### src/rtl/ps2_keyboard_port_pkg.sv
// ps2_keyboard_port_pkg
//   Shared definitions for the PS/2 keyboard port:
//   - Hack key-code constants (non-ASCII keys 128..152)
//   - PS/2 scan-code set 2 prefix bytes
//   - receiver FSM state encoding
//   - odd-parity helper
package ps2_keyboard_port_pkg;

    localparam int KEY_W = 16;

    localparam logic [7:0] SC_EXT = 8'hE0;
    localparam logic [7:0] SC_BRK = 8'hF0;

    localparam logic [KEY_W-1:0] KEY_NEWLINE   = 16'd128;
    localparam logic [KEY_W-1:0] KEY_BACKSPACE = 16'd129;
    localparam logic [KEY_W-1:0] KEY_LEFT      = 16'd130;
    localparam logic [KEY_W-1:0] KEY_UP        = 16'd131;
    localparam logic [KEY_W-1:0] KEY_RIGHT     = 16'd132;
    localparam logic [KEY_W-1:0] KEY_DOWN      = 16'd133;
    localparam logic [KEY_W-1:0] KEY_HOME      = 16'd134;
    localparam logic [KEY_W-1:0] KEY_END       = 16'd135;
    localparam logic [KEY_W-1:0] KEY_PGUP      = 16'd136;
    localparam logic [KEY_W-1:0] KEY_PGDN      = 16'd137;
    localparam logic [KEY_W-1:0] KEY_INSERT    = 16'd138;
    localparam logic [KEY_W-1:0] KEY_DELETE    = 16'd139;
    localparam logic [KEY_W-1:0] KEY_ESC       = 16'd140;
    localparam logic [KEY_W-1:0] KEY_F1        = 16'd141;
    localparam logic [KEY_W-1:0] KEY_F12       = 16'd152;

    typedef enum logic [1:0] {
        IDLE   = 2'd0,
        DATA   = 2'd1,
        PARITY = 2'd2,
        STOP   = 2'd3
    } ps2State_t;

    // True when data byte plus parity bit hold an odd number of ones.
    function automatic logic oddParityOk(input logic [7:0] d, input logic p);
        return ^{d, p};
    endfunction

endpackage

### src/rtl/ps2_keyboard_port_if.sv
// ps2_keyboard_port_if
//   Keyboard-register side of the PS/2 port.
//   key        : Hack key code of the held key, 0 = none
//   key_strobe : one-cycle pulse whenever key changes
//   frame_err  : one-cycle pulse on a rejected or timed-out frame
//   master = the keyboard port (drives), slave = memory / observer (reads)
interface ps2_keyboard_port_if;
    import ps2_keyboard_port_pkg::*;

    logic [KEY_W-1:0] key;
    logic             key_strobe;
    logic             frame_err;

    modport master (output key, output key_strobe, output frame_err);
    modport slave  (input  key, input  key_strobe, input  frame_err);
endinterface

### src/rtl/ps2_scan_xlate.sv
// ps2_scan_xlate
//   Combinational scan-code set 2 to Hack key-code table.
//   ext      : byte was preceded by the E0 prefix
//   scanCode : scan-code byte
//   code     : Hack key code, 0 for untranslated keys (incl. shift/ctrl/alt)
module ps2_scan_xlate
    import ps2_keyboard_port_pkg::*;
(
    input  logic             ext,
    input  logic [7:0]       scanCode,
    output logic [KEY_W-1:0] code
);

    always_comb begin
        // NOTE: a default on every path keeps this block free of inferred latches.
        code = '0;
        if (ext) begin
            case (scanCode)
                8'h6B:   code = KEY_LEFT;
                8'h75:   code = KEY_UP;
                8'h74:   code = KEY_RIGHT;
                8'h72:   code = KEY_DOWN;
                8'h6C:   code = KEY_HOME;
                8'h69:   code = KEY_END;
                8'h7D:   code = KEY_PGUP;
                8'h7A:   code = KEY_PGDN;
                8'h70:   code = KEY_INSERT;
                8'h71:   code = KEY_DELETE;
                default: code = '0;
            endcase
        end else begin
            case (scanCode)
                8'h1C: code = 16'd65;  8'h32: code = 16'd66;  8'h21: code = 16'd67;
                8'h23: code = 16'd68;  8'h24: code = 16'd69;  8'h2B: code = 16'd70;
                8'h34: code = 16'd71;  8'h33: code = 16'd72;  8'h43: code = 16'd73;
                8'h3B: code = 16'd74;  8'h42: code = 16'd75;  8'h4B: code = 16'd76;
                8'h3A: code = 16'd77;  8'h31: code = 16'd78;  8'h44: code = 16'd79;
                8'h4D: code = 16'd80;  8'h15: code = 16'd81;  8'h2D: code = 16'd82;
                8'h1B: code = 16'd83;  8'h2C: code = 16'd84;  8'h3C: code = 16'd85;
                8'h2A: code = 16'd86;  8'h1D: code = 16'd87;  8'h22: code = 16'd88;
                8'h35: code = 16'd89;  8'h1A: code = 16'd90;
                8'h45: code = 16'd48;  8'h16: code = 16'd49;  8'h1E: code = 16'd50;
                8'h26: code = 16'd51;  8'h25: code = 16'd52;  8'h2E: code = 16'd53;
                8'h36: code = 16'd54;  8'h3D: code = 16'd55;  8'h3E: code = 16'd56;
                8'h46: code = 16'd57;
                8'h29: code = 16'd32;
                8'h5A: code = KEY_NEWLINE;
                8'h66: code = KEY_BACKSPACE;
                8'h76: code = KEY_ESC;
                8'h05: code = KEY_F1;  8'h06: code = 16'd142; 8'h04: code = 16'd143;
                8'h0C: code = 16'd144; 8'h03: code = 16'd145; 8'h0B: code = 16'd146;
                8'h83: code = 16'd147; 8'h0A: code = 16'd148; 8'h01: code = 16'd149;
                8'h09: code = 16'd150; 8'h78: code = 16'd151; 8'h07: code = KEY_F12;
                8'h0E: code = 16'd96;  8'h4E: code = 16'd45;  8'h55: code = 16'd61;
                8'h54: code = 16'd91;  8'h5B: code = 16'd93;  8'h4C: code = 16'd59;
                8'h52: code = 16'd39;  8'h41: code = 16'd44;  8'h49: code = 16'd46;
                8'h4A: code = 16'd47;  8'h5D: code = 16'd92;
                default: code = '0;
            endcase
        end
    end

endmodule

### src/rtl/ps2_keyboard_port.sv
// ps2_keyboard_port
//   PS/2 keyboard receiver feeding the Hack keyboard register (0x6000).
//   clock    : system clock, rising edge
//   reset    : asynchronous, active-low
//   ps2_clk  : raw PS/2 clock pad (asynchronous)
//   ps2_data : raw PS/2 data pad (asynchronous)
//   bus      : key / key_strobe / frame_err (master side)
module ps2_keyboard_port
    import ps2_keyboard_port_pkg::*;
#(
    parameter int TIMEOUT_CYCLES = 50000,
    parameter int TO_W           = 16
)(
    input  logic                  clock,
    input  logic                  reset,
    input  logic                  ps2_clk,
    input  logic                  ps2_data,
    ps2_keyboard_port_if.master   bus
);

    ps2State_t        state, stateNext;
    logic [1:0]       clkSync, dataSync;
    logic             clkPrev;
    logic             fallEdge, bitIn;
    logic [TO_W-1:0]  toCnt;
    logic             timeout;
    logic [2:0]       bitCnt;
    logic [7:0]       shReg;
    logic             parBit;
    logic             extFlag, brkFlag;
    logic             shiftEn, parEn, startErr, stopEdge, byteOk, errEvent;
    logic             isPrefix;
    logic [KEY_W-1:0] code, keyReg, keyNext;
    logic             strobeReg, errReg;

    // Synchronizers reset high so the idle bus never looks like a falling edge.
    always_ff @(posedge clock or negedge reset) begin
        if (!reset) begin
            clkSync  <= 2'b11;
            dataSync <= 2'b11;
            clkPrev  <= 1'b1;
        end else begin
            // NOTE: non-blocking assignments make every stage sample the old value, forming a real shift chain.
            clkSync  <= {clkSync[0], ps2_clk};
            dataSync <= {dataSync[0], ps2_data};
            clkPrev  <= clkSync[1];
        end
    end

    assign fallEdge = clkPrev & ~clkSync[1];
    assign bitIn    = dataSync[1];

    // An edge in the same cycle suppresses the timeout.
    assign timeout = (state != IDLE) && !fallEdge &&
                     (toCnt == TO_W'(TIMEOUT_CYCLES - 1));

    // FSM: state register
    always_ff @(posedge clock or negedge reset) begin
        if (!reset) state <= IDLE;
        else        state <= stateNext;
    end

    // FSM: next state
    always_comb begin
        stateNext = state;
        case (state)
            IDLE:    if (fallEdge && !bitIn)          stateNext = DATA;
            DATA:    if (fallEdge && bitCnt == 3'd7)  stateNext = PARITY;
            PARITY:  if (fallEdge)                    stateNext = STOP;
            STOP:    if (fallEdge)                    stateNext = IDLE;
            default:                                  stateNext = IDLE;
        endcase
        if (timeout) stateNext = IDLE;
    end

    // FSM: outputs
    always_comb begin
        shiftEn  = (state == DATA)   && fallEdge;
        parEn    = (state == PARITY) && fallEdge;
        startErr = (state == IDLE)   && fallEdge && bitIn;
        stopEdge = (state == STOP)   && fallEdge;
        byteOk   = stopEdge && bitIn && oddParityOk(shReg, parBit);
        errEvent = startErr || (stopEdge && !byteOk) || timeout;
    end

    always_ff @(posedge clock or negedge reset) begin
        if (!reset) toCnt <= '0;
        else if (state == IDLE || fallEdge || timeout) toCnt <= '0;
        else toCnt <= toCnt + TO_W'(1);
    end

    // The complete byte sits in shReg during the stop-bit cycle, so it is
    // decoded right away and key lands on the next clock edge.
    ps2_scan_xlate u_xlate (
        .ext      (extFlag),
        .scanCode (shReg),
        .code     (code)
    );

    assign isPrefix = (shReg == SC_EXT) || (shReg == SC_BRK);

    always_comb begin
        keyNext = keyReg;
        if (byteOk && !isPrefix) begin
            if (!brkFlag) begin
                if (code != '0) keyNext = code;
            end else if (code == keyReg) begin
                keyNext = '0;
            end
        end
    end

    always_ff @(posedge clock or negedge reset) begin
        if (!reset) begin
            bitCnt    <= '0;
            shReg     <= '0;
            parBit    <= 1'b0;
            extFlag   <= 1'b0;
            brkFlag   <= 1'b0;
            keyReg    <= '0;
            strobeReg <= 1'b0;
            errReg    <= 1'b0;
        end else begin
            if (state == IDLE && fallEdge) bitCnt <= '0;
            else if (shiftEn)              bitCnt <= bitCnt + 3'd1;
            if (shiftEn) shReg  <= {bitIn, shReg[7:1]};
            if (parEn)   parBit <= bitIn;
            // Prefix flags survive aborted frames; only a decoded key clears them.
            if (byteOk) begin
                if (shReg == SC_EXT)      extFlag <= 1'b1;
                else if (shReg == SC_BRK) brkFlag <= 1'b1;
                else begin
                    extFlag <= 1'b0;
                    brkFlag <= 1'b0;
                end
            end
            keyReg    <= keyNext;
            strobeReg <= (keyNext != keyReg);
            errReg    <= errEvent;
        end
    end

    assign bus.key        = keyReg;
    assign bus.key_strobe = strobeReg;
    assign bus.frame_err  = errReg;

endmodule

### src/flat_wrapper.sv
// flat-port wrapper written by rule: the top's interface ports become plain ports
module ps2_keyboard_port_flat import ps2_keyboard_port_pkg::*;
#(
    parameter int TIMEOUT_CYCLES = 50000,
    parameter int TO_W           = 16
)
  (clock, reset, ps2_clk, ps2_data, bus_key, bus_key_strobe, bus_frame_err);
  ps2_keyboard_port_if bus_i ();
  input  logic clock;
  input  logic reset;
  input  logic ps2_clk;
  input  logic ps2_data;
  output wire logic [$bits(bus_i.key)-1:0] bus_key;
  output wire logic [$bits(bus_i.key_strobe)-1:0] bus_key_strobe;
  output wire logic [$bits(bus_i.frame_err)-1:0] bus_frame_err;
  assign bus_key = bus_i.key;
  assign bus_key_strobe = bus_i.key_strobe;
  assign bus_frame_err = bus_i.frame_err;
  ps2_keyboard_port #(.TIMEOUT_CYCLES(TIMEOUT_CYCLES), .TO_W(TO_W)) u_core (.clock(clock), .reset(reset), .ps2_clk(ps2_clk), .ps2_data(ps2_data), .bus(bus_i));
endmodule
### config.mk
export PLATFORM = sky130hd
export DESIGN_NAME = ps2_keyboard_port_flat
export DESIGN_NICKNAME = d
export VERILOG_FILES = /design/src/rtl/ps2_keyboard_port_pkg.sv /design/src/rtl/ps2_keyboard_port_if.sv /design/src/rtl/ps2_scan_xlate.sv /design/src/rtl/ps2_keyboard_port.sv /design/src/flat_wrapper.sv
export SDC_FILE = /design/constraint.sdc
export NUM_CORES = 1
export LEC_CHECK = 0
export CAP_MARGIN = 15
export CORE_ASPECT_RATIO = 1.4
export CORE_MARGIN = 4
export CORE_UTILIZATION = 55
export CTS_BUF_LIST = sky130_fd_sc_hd__clkbuf_16
export DETAILED_ROUTE_END_ITERATION = 7
export GPL_ROUTABILITY_DRIVEN = 1
export HOLD_SLACK_MARGIN = 0.08
export PLACE_DENSITY_LB_ADDON = 0.3
export RECOVER_POWER = 50
export REMOVE_ABC_BUFFERS = 1
export SLEW_MARGIN = 5
export SYNTH_ARGS = -nofsm -noshare
export SYNTH_HDL_FRONTEND = slang
export SYNTH_SLANG_ARGS = --single-unit
### constraint.sdc
create_clock -name clock -period 7.75 [get_ports clock]
set_input_delay 1.55 -clock clock [delete_from_list [all_inputs] [get_ports clock]]
set_output_delay 1.55 -clock clock [all_outputs]
set_load 0.005 [all_outputs]
-- Word-level counts from Yosys, hierarchy flattened
Memories as Yosys holds them, arrays and structs flattened.
Cells that the tools add are included.
- bitwise logic cells: 3
- reductions and logical operators: 30
- muxes and demuxes: 18
- add/subtract/negate cells: 2
- eq/ne operators: 24
- operators by type and width (kind ; number):
    $mux W16 ; 6
    $eq A8 B7 Y1 const B ; 10
    $pmux W8 S10 ; 1
    $add A16 B1 Y16 const B ; 1
    $eq A16 B16 Y1 ; 1
    $eq A16 B16 Y1 const B ; 1
    $eq A8 B8 Y1 const B ; 2
    $ne A16 B16 Y1 ; 1
    $reduce_bool A16 Y1 ; 1
    $logic_and A1 B1 Y1 ; 13
    $ne A3 B1 Y1 const B ; 4
    $mux W2 ; 5
    $reduce_xor A9 Y1 ; 1
    $pmux W2 S4 ; 1
    $mux W3 ; 2
    $logic_or A1 B1 Y1 ; 5
    $eq A2 B2 Y1 const B ; 2
    $logic_not A1 Y1 ; 4
    $reduce_and A2 Y1 ; 2
    $reduce_and A4 Y1 ; 1
    $reduce_bool A2 Y1 ; 2
    $add A3 B1 Y3 const B ; 1
    $eq A3 B3 Y1 const B ; 1
    $mux W1 ; 3
    5 further kinds ; 6
- bits of input ports: 4
- register bits after elaboration: 55
- bits in read-only memories: 2048
- word-level logic and storage cells: 91
- memories kept: 1
- output and inout bits: 18
- memories (memory ; words ; bits a word ; rd ports ; clocked after memory_dff ; write ports ; line ; text):
    (name not given) ; 256 ; 8 ; 1 ; 0 ; 0 ; ps2_scan_xlate.sv:32 ; case (scanCode)

-- Logic depth before layout (Yosys ltp)
- depth after elaboration: 9
- mapped depth: 15
- depth with buffers taken out: 12

-- By module
From an unflattened synthesis, not the netlist that was laid out.
- cells, all modules: 488
- area, all modules: 4295.4 µm²
- modules (own cells, without submodules) (module ; seq. area each (µm²) ; area each (µm²) ; cells an instance ; instances):
    ps2_keyboard_port ; 1382.6 ; 2849.0 ; 262 ; 1
    ps2_scan_xlate ; 0.0 ; 1446.4 ; 226 ; 1

-- Worst setup path before layout
Ideal clock, no wire load.
- kind: register to register
- start: register u_core.shReg[0]
- end: register u_core.strobeReg (netlist: u_core.bus.key_strobe)
- period minus slack after synthesis: 3.557 ns
- arrival: 3.423 ns
- path buffers: 2
- stages on the path, launching flop included: 15
- data required time: 7.616 ns
- setup time: 0.134 ns
- slack: 4.193 ns
- cell sequence: dfrtp_1 > clkbuf_1 > inv_1 > ha_1 > buf_2 > o21ai_1 > o21ai_1 > a2111oi_1 > a311oi_1 > a222oi_1 > nand2_1 > nor4b_4 > mux2i_1 > a41o_1 > o211ai_2
- longest elaborated chain between the ends: 8
- elaborated cells on any way between the ends: 27
- classes of those cells: eq/ne: 14; mux: 6; reduce/logical: 6; memory: 1
- RTL lines (item ; line ; text):
    from (decl) ; ps2_keyboard_port.sv:28 ; logic [7:0] shReg;
    from (signal assigned) ; ps2_keyboard_port.sv:126 ; if (shiftEn) shReg <= {bitIn, shReg[7:1]};
    branches (longest 6 deep; another with $mem_v2 Z256 W8) ; - ;
    $mux W16 (*) ; ps2_keyboard_port.sv:104 ; if (byteOk && !isPrefix) begin
    $ne A16 B16 Y1 (*) ; ps2_keyboard_port.sv:138 ; strobeReg <= (keyNext != keyReg);
    to (signal assigned) ; ps2_keyboard_port.sv:138 ;
    to (decl) ; ps2_keyboard_port.sv:34 ; logic strobeReg, errReg;
Mark *: on every way between the ends.
A chain may end at the register's enable or synchronous reset.

-- Final worst setup path
- start: register u_core.shReg[1]
- end: register u_core.keyReg[4] (netlist: u_core.bus.key[4])
- longest elaborated chain between the ends: 7
- elaborated cells on any way between the ends: 26
- classes of those cells: eq/ne: 13; mux: 6; reduce/logical: 6; memory: 1
- RTL lines (item ; line ; text):
    branches (longest 6 deep; another with $mem_v2 Z256 W8) ; - ;
    $mux W16 (*) ; ps2_keyboard_port.sv:104 ;
    via u_core.keyNext[4] ; ps2_keyboard_port.sv:33 ; logic [KEY_W-1:0] code, keyReg, keyNext;
    to (signal assigned) ; ps2_keyboard_port.sv:137 ; keyReg <= keyNext;
    to (decl) ; ps2_keyboard_port.sv:33 ;
Mark *: on every way through the listed nets, which the timed path passes.

==> metrics <==
internal power 874 µW; Yosys reg bits 55; vias in the first global route 4103; WL final 12800 µm; Crit path required time 7930 ps; first-pass GRT wire length 20800 µm; Placed Cells 625; DIE WIDTH 84.4 µm; RSZ-0062 raised after global routing false; Worst setup EP type flop; Final Critical Period 4430 ps; initial antenna violation count 0; Initial Utilization 57.3%; combinational share of power 63.8%; clock latency on the worst-skew pair 290 ps; final setup TNS 0 ps; root buf cell clkbuf_16; Post-synth EDFFs 0; final worst-path cycle share 57.2%; Psw 892 µW; Crit Path Max Fanout 14; gpl congestion 0.982; drt via density 6.68; total track usage 26.8%; switching power share of the total 50.5%; TritonCTS Sinks 55; PostCTS Resize Cnt 0; die area 9700 µm²; Slew Viols, Final 56; Highest Clock Rate 0.226 GHz; fraction of final layout cells sized beyond drive strength 1 6.57%; Chip Height 115 µm; Worst Path Arrival 4610 ps; Seq/Total Area, Yosys 30.8%; Avg Inst Size Synth 8.40 µm²; Fin. Hold Viols 0; io pins 22; post-synthesis cell area 4490 µm²; Main synth FF type dfrtp_1; cell area after layout 4780 µm²; violations in the final reports capacitance limit, slew limit; post-layout util 60.9%; worst hold path class reg2reg; Clock transition at path regs 70 ps; Max-cap violations 1; Finished Layout Cells 633; maximum vdd drop 207 µV; Buffers on Ports 21; GRT Residual Overflow 0; slew of the pin with the lowest slew margin 2930 ps; async set-reset flop share out of synthesis 100%; pwr/cell area 370 nW/µm²; worst reg-to-reg setup slack 3320 ps; Power, Total 1.77 mW; synth unique cells 82; Post-CTS Setup Bufs 0; Lkg Pwr 1.91 nW; wire per inst 20.3 µm; cell count after synthesis 535; clock power share 11.9%; Final Setup Violations 0; hpwl dp 9220 µm; total number of vias 4226; iteration count of the initial detailed-routing pass 6; commonest non-fill, non-tap cell in the layout dfrtp_1; Worst slew margin -95.5%; placed cell area 4640 µm²; clock skew 13.2 ps; Routed Antenna Nets 0; worst setup path end u_core.bus.key[4]$_DFF_PN0_; Fillers 725; startpoint type of the worst setup path flop; First DRT Iteration DRCs 459; diode count 0; Rows 38; commonest cells after routing, fill and taps aside dfrtp_1 (50), nor2_1 (48), nand2_1 (46); layout net count 550; Register-to-Register Path Depth 12; Sequential Power Share 24.3%; synthesis warning total 0; origin of the worst setup path u_core.shReg[1]$_DFFE_PN0P_; H-Tree Depth 2; hold_buf cts 0; critical path type reg2reg; reg-to-reg endpoint u_core.bus.key[4]$_DFF_PN0_; outcome complete, but fails checks; CTS tree yes; Max clock buf depth 2; final critical-path setup slack 3320 ps; worst hold-check slack 357 ps; footprint of the multi-input gates 2810 µm²; CTS buffer count 5; Reg area 1380 µm²; Core Region 7850 µm²; r2r startpoint u_core.shReg[1]$_DFFE_PN0P_; largest net degree at the start of global routing 57; Remaining DRCs 0; Syn-to-layout area delta 6.29%; post-place setup slack 3480 ps
-- worst min-delay path by stage --
stage                                         endpoint  cells past startpoint                          from
after floorplan            u_core.clkSync[1]$_DFF_PN1_                      0   u_core.clkSync[0]$_DFF_PN1_
after global placement    u_core.dataSync[1]$_DFF_PN1_                      0  u_core.dataSync[0]$_DFF_PN1_
after detailed placement   u_core.clkSync[1]$_DFF_PN1_                      0   u_core.clkSync[0]$_DFF_PN1_
after CTS                  u_core.clkSync[1]$_DFF_PN1_                      0   u_core.clkSync[0]$_DFF_PN1_
after global routing      u_core.dataSync[1]$_DFF_PN1_                      0  u_core.dataSync[0]$_DFF_PN1_
final                     u_core.dataSync[1]$_DFF_PN1_                      0  u_core.dataSync[0]$_DFF_PN1_
-- cell families (layout without fill, tap and decap cells) --
| group | count (synthesis) | in the layout | synth area share (%) |
|---|---|---|---|
| DFF | 55 | 55 | 30.8 |
| muxes | 12 | 12 | 2.87 |
| AOI/OAI and AO/OA | 143 | 143 | 23.3 |
| buffers and inverters | 57 | 55 | 6.60 |
| xor gates and xnor gates | 24 | 24 | 4.85 |
| adders and majority gates | 14 | 14 | 3.90 |
| and+or+nand+nor | 230 | 230 | 27.7 |
-- critical path, stage by stage (launching register included) --
cell and delay [ps]:
dfrtp_1 530, inv_1 260, ha_1 550, nor2b_1 210, o32a_1 370, a211o_1 300
a211oi_1 550, nor4_1 90, nand2_1 160, nor2_1 70, a21boi_1 670, nor2_1 290
a22o_1 270
-- sequential cells by signal, indices dropped and copies added, names as in the netlist --
| name | flops |
|---|---|
| u_core.parBit | 1 |
| u_core.toCnt | 16 |
| u_core.extFlag | 1 |
| u_core.brkFlag | 1 |
| u_core.state | 2 |
| u_core.clkPrev | 1 |
| u_core.bus.key | 16 |
| u_core.bitCnt | 3 |
| u_core.bus.frame_err | 1 |
| u_core.dataSync | 2 |
| u_core.bus.key_strobe | 1 |
| u_core.shReg | 8 |
| u_core.clkSync | 2 |
-- area by class of cell --
class                      count  area share (%)
sequential                    55            28.9
inverter                      21            1.65
clock inverter                 3           0.236
timing repair buffer          26            5.00
tap                          100            2.62
clock buffer                   5            2.62
multi-input combinational    423            58.9
-- routing by layer --
metal | vias up | GRT usage, % | wire [µm]
li1 | 1969 | - | -
met1 | 1981 | 32.2 | 4780
met2 | 221 | 46.9 | 6430
met3 | 55 | 2.51 | 867
met4 | 0 | 15.1 | 752
met5 | - | 0 | 0
-- cells in the mapped netlist, drive strengths merged (3+ instances only) --
master   n  area [µm²]
a211oi   8        60.1
a21boi   3        22.5
a21o     3        22.5
a21oi   14        70.1
a221oi   8        70.1
a22o     6        52.6
a311oi   4        35.0
a31oi    8        50.1
and2     7        43.8
and3    12        75.1
buf     23         169
clkbuf  13        48.8
dfrtp   50        1250
dfstp    5         131
ha      14         175
inv     21        78.8
mux2     7        78.8
mux2i    5        50.1
nand2   46         173
nand2b  13        81.3
nand3   21         105
nand3b   5        37.5
nand4    7        43.8
nor2    49         186
nor2b   21         131
nor3    16        85.1
nor3b    4        35.0
nor4     7        43.8
nor4b    3        56.3
o211ai   5        42.5
o21a     3        22.5
o21ai   34         170
o22ai    4        25.0
o311ai   3        26.3
o31a     3        26.3
o31ai    7        52.6
o41ai    3        26.3
or2      5        31.3
or3      3        18.8
or4      3        22.5
xnor2   10        87.6
xor2    14         130
-- power groups by stage --
| stage | combinational, mW | clock [mW] | sequential [mW] |
|---|---|---|---|
| CTS | 1.10 | 0.219 | 0.426 |
| floorplan | 0.725 | 0 | 0.480 |
| global placement | 1.08 | 0 | 0.430 |
| detailed placement | 1.09 | 0 | 0.432 |
| finish | 1.13 | 0.210 | 0.429 |
| global route | 1.23 | 0.230 | 0.440 |
Note: power is estimated with default switching activity, not from simulation.
